--- src/rtl/pattern_response_misr.sv ---
// pattern_response_misr
//   Capture stage that compacts a window of pattern output vectors into a
//   multiple-input signature register and offers the final signature to the
//   harness over a valid/ack handshake.
//
//   Optional feature macro: PATTERN_MISR_GOLDEN_CMP_EN
//     When defined, the block adds golden_i and pass_o. On the edge that
//     enters DONE, pass_o registers whether the final signature equals golden_i.
//
//   Ports
//     blif_clk_net    in   clock, rising edge
//     blif_reset_net  in   asynchronous reset, active-high
//     start_i         in   request a new window (level-sampled in IDLE)
//     win_len_i       in   window length, latched on an accepted start
//     resp_valid_i    in   resp_i is valid this cycle
//     resp_i          in   pattern output vector
//     sig_ack_i       in   harness has consumed the signature
//     busy_o          out  high in RUN
//     sig_valid_o     out  high in DONE
//     sig_o           out  signature register
//     vec_cnt_o       out  vectors absorbed in the current window
//     drop_o          out  sticky: a valid vector arrived outside RUN
//     golden_i        in   expected signature      (feature only)
//     pass_o          out  final signature matched (feature only)
module pattern_response_misr #(
  parameter int unsigned      RESP_W = 13,
  parameter int unsigned      SIG_W  = 16,
  parameter int unsigned      CNT_W  = 8,
  parameter logic [SIG_W-1:0] POLY   = 16'h8016,
  parameter logic [SIG_W-1:0] SEED   = 16'h0000
) (
  input  logic              blif_clk_net,
  input  logic              blif_reset_net,
  input  logic              start_i,
  input  logic [CNT_W-1:0]  win_len_i,
  input  logic              resp_valid_i,
  input  logic [RESP_W-1:0] resp_i,
  input  logic              sig_ack_i,
`ifdef PATTERN_MISR_GOLDEN_CMP_EN
  input  logic [SIG_W-1:0]  golden_i,
  output logic              pass_o,
`endif
  output logic              busy_o,
  output logic              sig_valid_o,
  output logic [SIG_W-1:0]  sig_o,
  output logic [CNT_W-1:0]  vec_cnt_o,
  output logic              drop_o
);

  typedef enum logic [1:0] {
    IDLE = 2'd0,
    RUN  = 2'd1,
    DONE = 2'd2
  } state_t;

  state_t             state_q;
  state_t             state_d;
  logic [SIG_W-1:0]   sig_d;
  logic [CNT_W-1:0]   cnt_d;
  logic [CNT_W-1:0]   len_q;
  logic [CNT_W-1:0]   len_d;
  logic               drop_d;
`ifdef PATTERN_MISR_GOLDEN_CMP_EN
  logic               pass_d;
`endif

  // One MISR step: shift left, fold the MSB back through the taps, absorb the vector.
  function automatic logic [SIG_W-1:0] misr_step(input logic [SIG_W-1:0] s,
                                                 input logic [RESP_W-1:0] r);
    logic [SIG_W-1:0] fb;
    fb = s[SIG_W-1] ? POLY : '0;
    return {s[SIG_W-2:0], 1'b0} ^ fb ^ SIG_W'(r);
  endfunction

  // State register.
  always_ff @(posedge blif_clk_net or posedge blif_reset_net) begin
    if (blif_reset_net) state_q <= IDLE;
    else                state_q <= state_d;
  end

  // Next-state and next datapath values.
  always_comb begin
    state_d = state_q;
    sig_d   = sig_o;
    cnt_d   = vec_cnt_o;
    len_d   = len_q;
    drop_d  = drop_o;
`ifdef PATTERN_MISR_GOLDEN_CMP_EN
    pass_d  = pass_o;
`endif
    case (state_q)
      IDLE: begin
        if (start_i) begin
          sig_d   = SEED;
          cnt_d   = '0;
          len_d   = win_len_i;
          drop_d  = 1'b0;
`ifdef PATTERN_MISR_GOLDEN_CMP_EN
          pass_d  = 1'b0;
`endif
          state_d = (win_len_i == '0) ? DONE : RUN;
        end
        // A vector seen in IDLE is never absorbed, even alongside a start.
        if (resp_valid_i) drop_d = 1'b1;
      end
      RUN: begin
        if (resp_valid_i) begin
          sig_d = misr_step(sig_o, resp_i);
          cnt_d = vec_cnt_o + CNT_W'(1);
          if (vec_cnt_o == len_q - CNT_W'(1)) state_d = DONE;
        end
      end
      DONE: begin
        if (sig_ack_i) state_d = IDLE;
        if (resp_valid_i) drop_d = 1'b1;
      end
      default: state_d = IDLE;
    endcase
`ifdef PATTERN_MISR_GOLDEN_CMP_EN
    // Compare on the DONE entry edge only; the result then holds.
    if (state_q != DONE && state_d == DONE) pass_d = (sig_d == golden_i);
`endif
  end

  // Registered datapath and status outputs.
  always_ff @(posedge blif_clk_net or posedge blif_reset_net) begin
    if (blif_reset_net) begin
      sig_o       <= SEED;
      vec_cnt_o   <= '0;
      len_q       <= '0;
      drop_o      <= 1'b0;
      busy_o      <= 1'b0;
      sig_valid_o <= 1'b0;
`ifdef PATTERN_MISR_GOLDEN_CMP_EN
      pass_o      <= 1'b0;
`endif
    end else begin
      sig_o       <= sig_d;
      vec_cnt_o   <= cnt_d;
      len_q       <= len_d;
      drop_o      <= drop_d;
      busy_o      <= (state_d == RUN);
      sig_valid_o <= (state_d == DONE);
`ifdef PATTERN_MISR_GOLDEN_CMP_EN
      pass_o      <= pass_d;
`endif
    end
  end

endmodule

--- config.mk ---
export PLATFORM = sky130hd
export DESIGN_NAME = pattern_response_misr
export DESIGN_NICKNAME = d
export VERILOG_FILES = /design/src/rtl/pattern_response_misr.sv
export SDC_FILE = /design/constraint.sdc
export NUM_CORES = 1
export LEC_CHECK = 0
export CAP_MARGIN = 20
export CORE_MARGIN = 2
export CORE_UTILIZATION = 36
export DETAILED_ROUTE_END_ITERATION = 8
export HOLD_SLACK_MARGIN = 0.08
export MAX_ROUTING_LAYER = met4
export SKIP_CTS_REPAIR_TIMING = 1
export SYNTH_ARGS = -nofsm -noshare
export SYNTH_HDL_FRONTEND = slang
export SYNTH_SLANG_ARGS = --single-unit
--- constraint.sdc ---
create_clock -name blif_clk_net -period 4.8 [get_ports blif_clk_net]
set_input_delay 0.96 -clock blif_clk_net [delete_from_list [all_inputs] [get_ports blif_clk_net]]
set_output_delay 0.96 -clock blif_clk_net [all_outputs]
set_load 0.05 [all_outputs]
Word level (Yosys, flattened, before mapping) --
Cells that the tools add are included.
Word-level totals: register bits after elaboration 37, input port bits 26, logic and storage cells 44
Cells by class: add/subtract/negate cells 2, eq/ne operators 9, multiplexer cells 17, bitwise gates (word level) 2, reductions and logical operators 7
Operators by type and width (count):
- 2-to-1 mux 16 bit | 3
- case mux 16 bit (2 select lines) | 1
- 2-to-1 mux 8 bit | 2
- case mux 8 bit (2 select lines) | 1
- bitwise XOR 16 x 13 -> 16 bit | 1
- bitwise XOR 16 bit | 1
- 2-to-1 mux 2 bit | 5
- adder 8 x 1 -> 8 bit, second input constant | 1
- equality test 8 bit | 1
- zero test 8 bit | 1
- subtractor 8 x 1 -> 8 bit, second input constant | 1
- inequality test 2 bit, second input constant | 3
- case mux 2 bit (3 select lines) | 1
- AND reduction 3 bit | 2
- equality test 2 x 1 -> 1 bit, second input constant | 2
- equality test 2 bit, second input constant | 2
- nonzero test 2 bit | 2
- 2-to-1 mux 1 bit | 3
- inequality test 3 bit, second input constant | 1
- zero test 2 bit | 1
- case mux 1 bit (2 select lines) | 1
- AND reduction 2 bit | 1

Depth between registers and ports, before layout --
depth after elaboration 6, mapped depth 7

Worst setup path after synthesis --
Ideal clock, no wire load.
path kind in2reg, from input port win_len_i[3], to register busy_o, setup time 0.131 ns, data arrival time 2.029 ns, required time 4.669 ns, path slack 2.640 ns, cell stages on the path 5, buffers on the path 0, path through or4_1 > nor2_1 > nor2b_1 > nor4_2 > a21oi_1
On the way: word-level cells in the longest chain between the ends 5
Ends and longest elaborated chain:
- from (decl) | RTL line 35 | input logic [CNT_W-1:0] win_len_i,
- zero test 8 bit | RTL line 101 | state_d = (win_len_i == '0) ? DONE : RUN;
- 2-to-1 mux 2 bit | RTL line 101
- 2-to-1 mux 2 bit | RTL line 93 | if (start_i) begin
- case mux 2 bit (3 select lines) | RTL line 91 | case (state_q)
- equality test 2 x 1 -> 1 bit | RTL line 142 | busy_o <= (state_d == RUN);
- to (signal assigned) | RTL line 142
- to (decl) | RTL line 43 | output logic busy_o,
Every way passes these cells. A chain may end at the register's enable or synchronous reset.

Final worst setup path --
from register vec_cnt_o[2], to output port vec_cnt_o[2]
RTL lines:
- from (decl) | RTL line 46 | output logic [CNT_W-1:0] vec_cnt_o,
- from (signal assigned) | RTL line 139 | vec_cnt_o <= cnt_d;
No word-level cell between the ends.

==> run_results.csv <==
group,metric,value,unit
worst_setup_path,critPathKind,"reg -> out",
worst_setup_path,r2r_setup_slack,2870,ps
route,ant_nets,0,
synthesis,async_reset_ff_share,100,%
layout,filler_cell_count,527,
worst_setup_path,cp-start-kind,"flip-flop",
global_routing,grt_max_degree,38,
synthesis,ys_warn_count,0,
layout,n_antenna_cell,0,
route,dr.pass1.iters,4,
synthesis,synth_top_area_share,47.9,%
synthesis,syn_area,1930,um2
place,gp_congestion,0.811,
floorplanning,core_area,5140,um2
timing,relSlewSlack,36.3,%
timing,drv_slew,0,
power_and_ir_drop,vdd_drop_max,0.293,mV
worst_setup_path,cp_top_family,"buffers and inverters",
route,detail_route.wirelength,4.19,mm
route,drt-vias-per-instance,4.87,
worst_setup_path,required,3840,ps
global_routing,track_usage,15.8,%
timing,setup_viol,0,
timing,fin_skew,5.56,ps
worst_setup_path,cp-end-kind,"output pin",
timing,fin_crit_sh,54.8,%
synthesis,synth-main-ff-cell,"dfrtp_1",
worst_setup_path,cp_max_fo,7,
clocking,cts_made_buffers,5,
layout,syn_to_final_growth,36.5,%
layout,postLayoutCellArea,2640,um2
clocking,cts-root-buf,"clkbuf_8",
floorplanning,die_area,5970,um2
route,detail_route.wl_per_cell,13.3,um
timing,worstMarginPinSlew,955,ps
synthesis,synth.area.top_cells,"dfrtp_1 (48%), xnor2_1 (6.3%), xor2_1 (5.9%)",
timing,setup_tns,0,ps
clocking,clk_latency,280,ps
layout,drive_above_1_share,9.39,%
clocking,h-tree-depth,2,
floorplanning,initial_utilization,37.6,%
synthesis,ys_top_cells_by_count,"dfrtp_1 (37), nand2_1 (24), xnor2_1 (14)",
global_routing,gr-total-overflow,0,
floorplanning,die_h,77.3,um
synthesis,ys_seq_elements,37,
worst_setup_path,cpPeakStageDelay,870,ps
layout,fin_nets,272,
synthesis,synth_edf_count,0,
synthesis,synth_top_area_cell,"dfrtp_1",
place,place_hpwl,3.20,mm
place,port-buffer-count,52,
floorplanning,rows,26,
min_path,hp-class,"reg -> reg",
worst_setup_path,cp_cell_sequence,"clkdlybuf4s50_1",
power_and_ir_drop,finalPower,0.00184,W
worst_setup_path,worst-path-buf-inv,1,
timing,fin_hold_ws,519,ps
floorplanning,ioPinCount,53,
route,via_count,1534,
global_routing,first_global_vias,1482,
timing,hold_viol_final,0,
clocking,cts_tree,"yes",
timing,fin_crit,2630,ps
timing,fmax,0.380,GHz
global_routing,grt_pass1_wl,7.29,mm
synthesis,synth.yosys.seq_area_share,47.9,%
timing,rsz0062_at_grt,"false",
power_and_ir_drop,leakagePower,1.09,nW
clocking,clockBufferDepth,2,
synthesis,syn_inst,190,
synthesis,yosysMostFrequentCell,"dfrtp_1",
synthesis,synthDistinctLibCells,46,
global_routing,antenna_found_initial,0,
synthesis,syn_nets,218,
floorplanning,die_w,77.3,um
worst_setup_path,cp.arrival,1670,ps
place,placed_area,2520,um2
route,drcViolationCount,0,
worst_setup_path,cp_slowest_cell,"clkdlybuf4s50_1",
layout,fin_cells,315,
clocking,path_clk_slew,80,ps
place,post-place-cells,307,
synthesis,synth.avg_cell_area,10.2,um2
route,detail_route.iter0.violations,77,
power_and_ir_drop,power.density,697,nW/um2
flow_run,max_cap_viol_count,0,
clocking,cts_sinks,37,
run_status,status,"completed",
==> routing by layer <==
layer	vias up	part of all wire [%]	GRT usage [%]
met2	31	46	22.7
met4	0	1.2	4.82
met5	-	0	-
li1	772	-	-
met3	5	4.7	3.65
met1	726	48	22.4
==> report_power, final <==
| group | leakage, nW | internal [W] | switching (W) |
|---|---|---|---|
| sequential | 0.460 | 0.000439 | 0.000157 |
| combinational | 0.569 | 0.000377 | 0.000586 |
| clock | 0.0574 | 0.000169 | 0.000111 |
==> per-stage QoR <==
| step | worst slack (ps) | util [%] |
|---|---|---|
| final | 2170 | 51.3 |
| after global routing | 1940 | 51.3 |
| after CTS | 2160 | 51.3 |
| after detailed placement | 1880 | 49.0 |
| after global placement | 1920 | 49.0 |
| after floorplan | 2640 | - |
==> path summary, 6_finish.rpt <==
check | endpoint | depth (start not counted) | from
min | sig_o[9]$_DFFE_PP0P_ | 2 | sig_o[9]$_DFFE_PP0P_
max in group asynchronous | len_q[5]$_DFFE_PP0P_ | 3 | blif_reset_net
min in group asynchronous | vec_cnt_o[5]$_DFFE_PP0P_ | 3 | blif_reset_net
max reg2reg | vec_cnt_o[7]$_DFFE_PP0P_ | 5 | state_q[0]$_DFF_PP0_
min reg2reg | sig_o[9]$_DFFE_PP0P_ | 2 | sig_o[9]$_DFFE_PP0P_
max | vec_cnt_o[2] | 1 | vec_cnt_o[2]$_DFFE_PP0P_
==> layout by cell type, fill, tap and decap left out, types with 3 or more instances in the layout <==
master           instances
o21ai_0                 12
clkdlybuf4s50_1         52
clkbuf_8                 6
dfrtp_1                 37
o31ai_1                  9
a22o_1                   3
nor3_1                   5
a21oi_1                  6
xnor2_1                 14
xor2_1                  13
inv_1                    6
nor2_1                   9
nand2_1                 24
or3_1                    3
mux2_2                   5
==> sequential cells by signal, summed over array words and instances, names as in the netlist <==
signal,cells
sig_o,16
busy_o,1
state_q,2
vec_cnt_o,8
sig_valid_o,1
drop_o,1
len_q,8
==> area by class of cell <==
class                      instances  area [um2]  share of cell area, %
clock buffer                       6        82.6                   3.13
tap                               70        87.6                   3.32
inverter                           6        22.5                  0.854
clock inverter                     2        37.5                   1.42
timing repair buffer              54         536                   20.3
multi-input combinational        140         946                   35.9
sequential                        37         926                   35.1
==> cells by family (layout without fill, tap and decap cells) <==
logic type	after synthesis	after routing	synth area share (%)
and+or+nand+nor	65	65	18.5
AOI/OAI and AO/OA	41	41	14.0
DFF	37	37	47.9
xor gates and xnor gates	27	27	12.2
buffers and inverters	13	68	3.11
muxes	5	5	2.91
adders and majority gates	2	2	1.30
No activity file was read; power rests on OpenSTA's default activity.
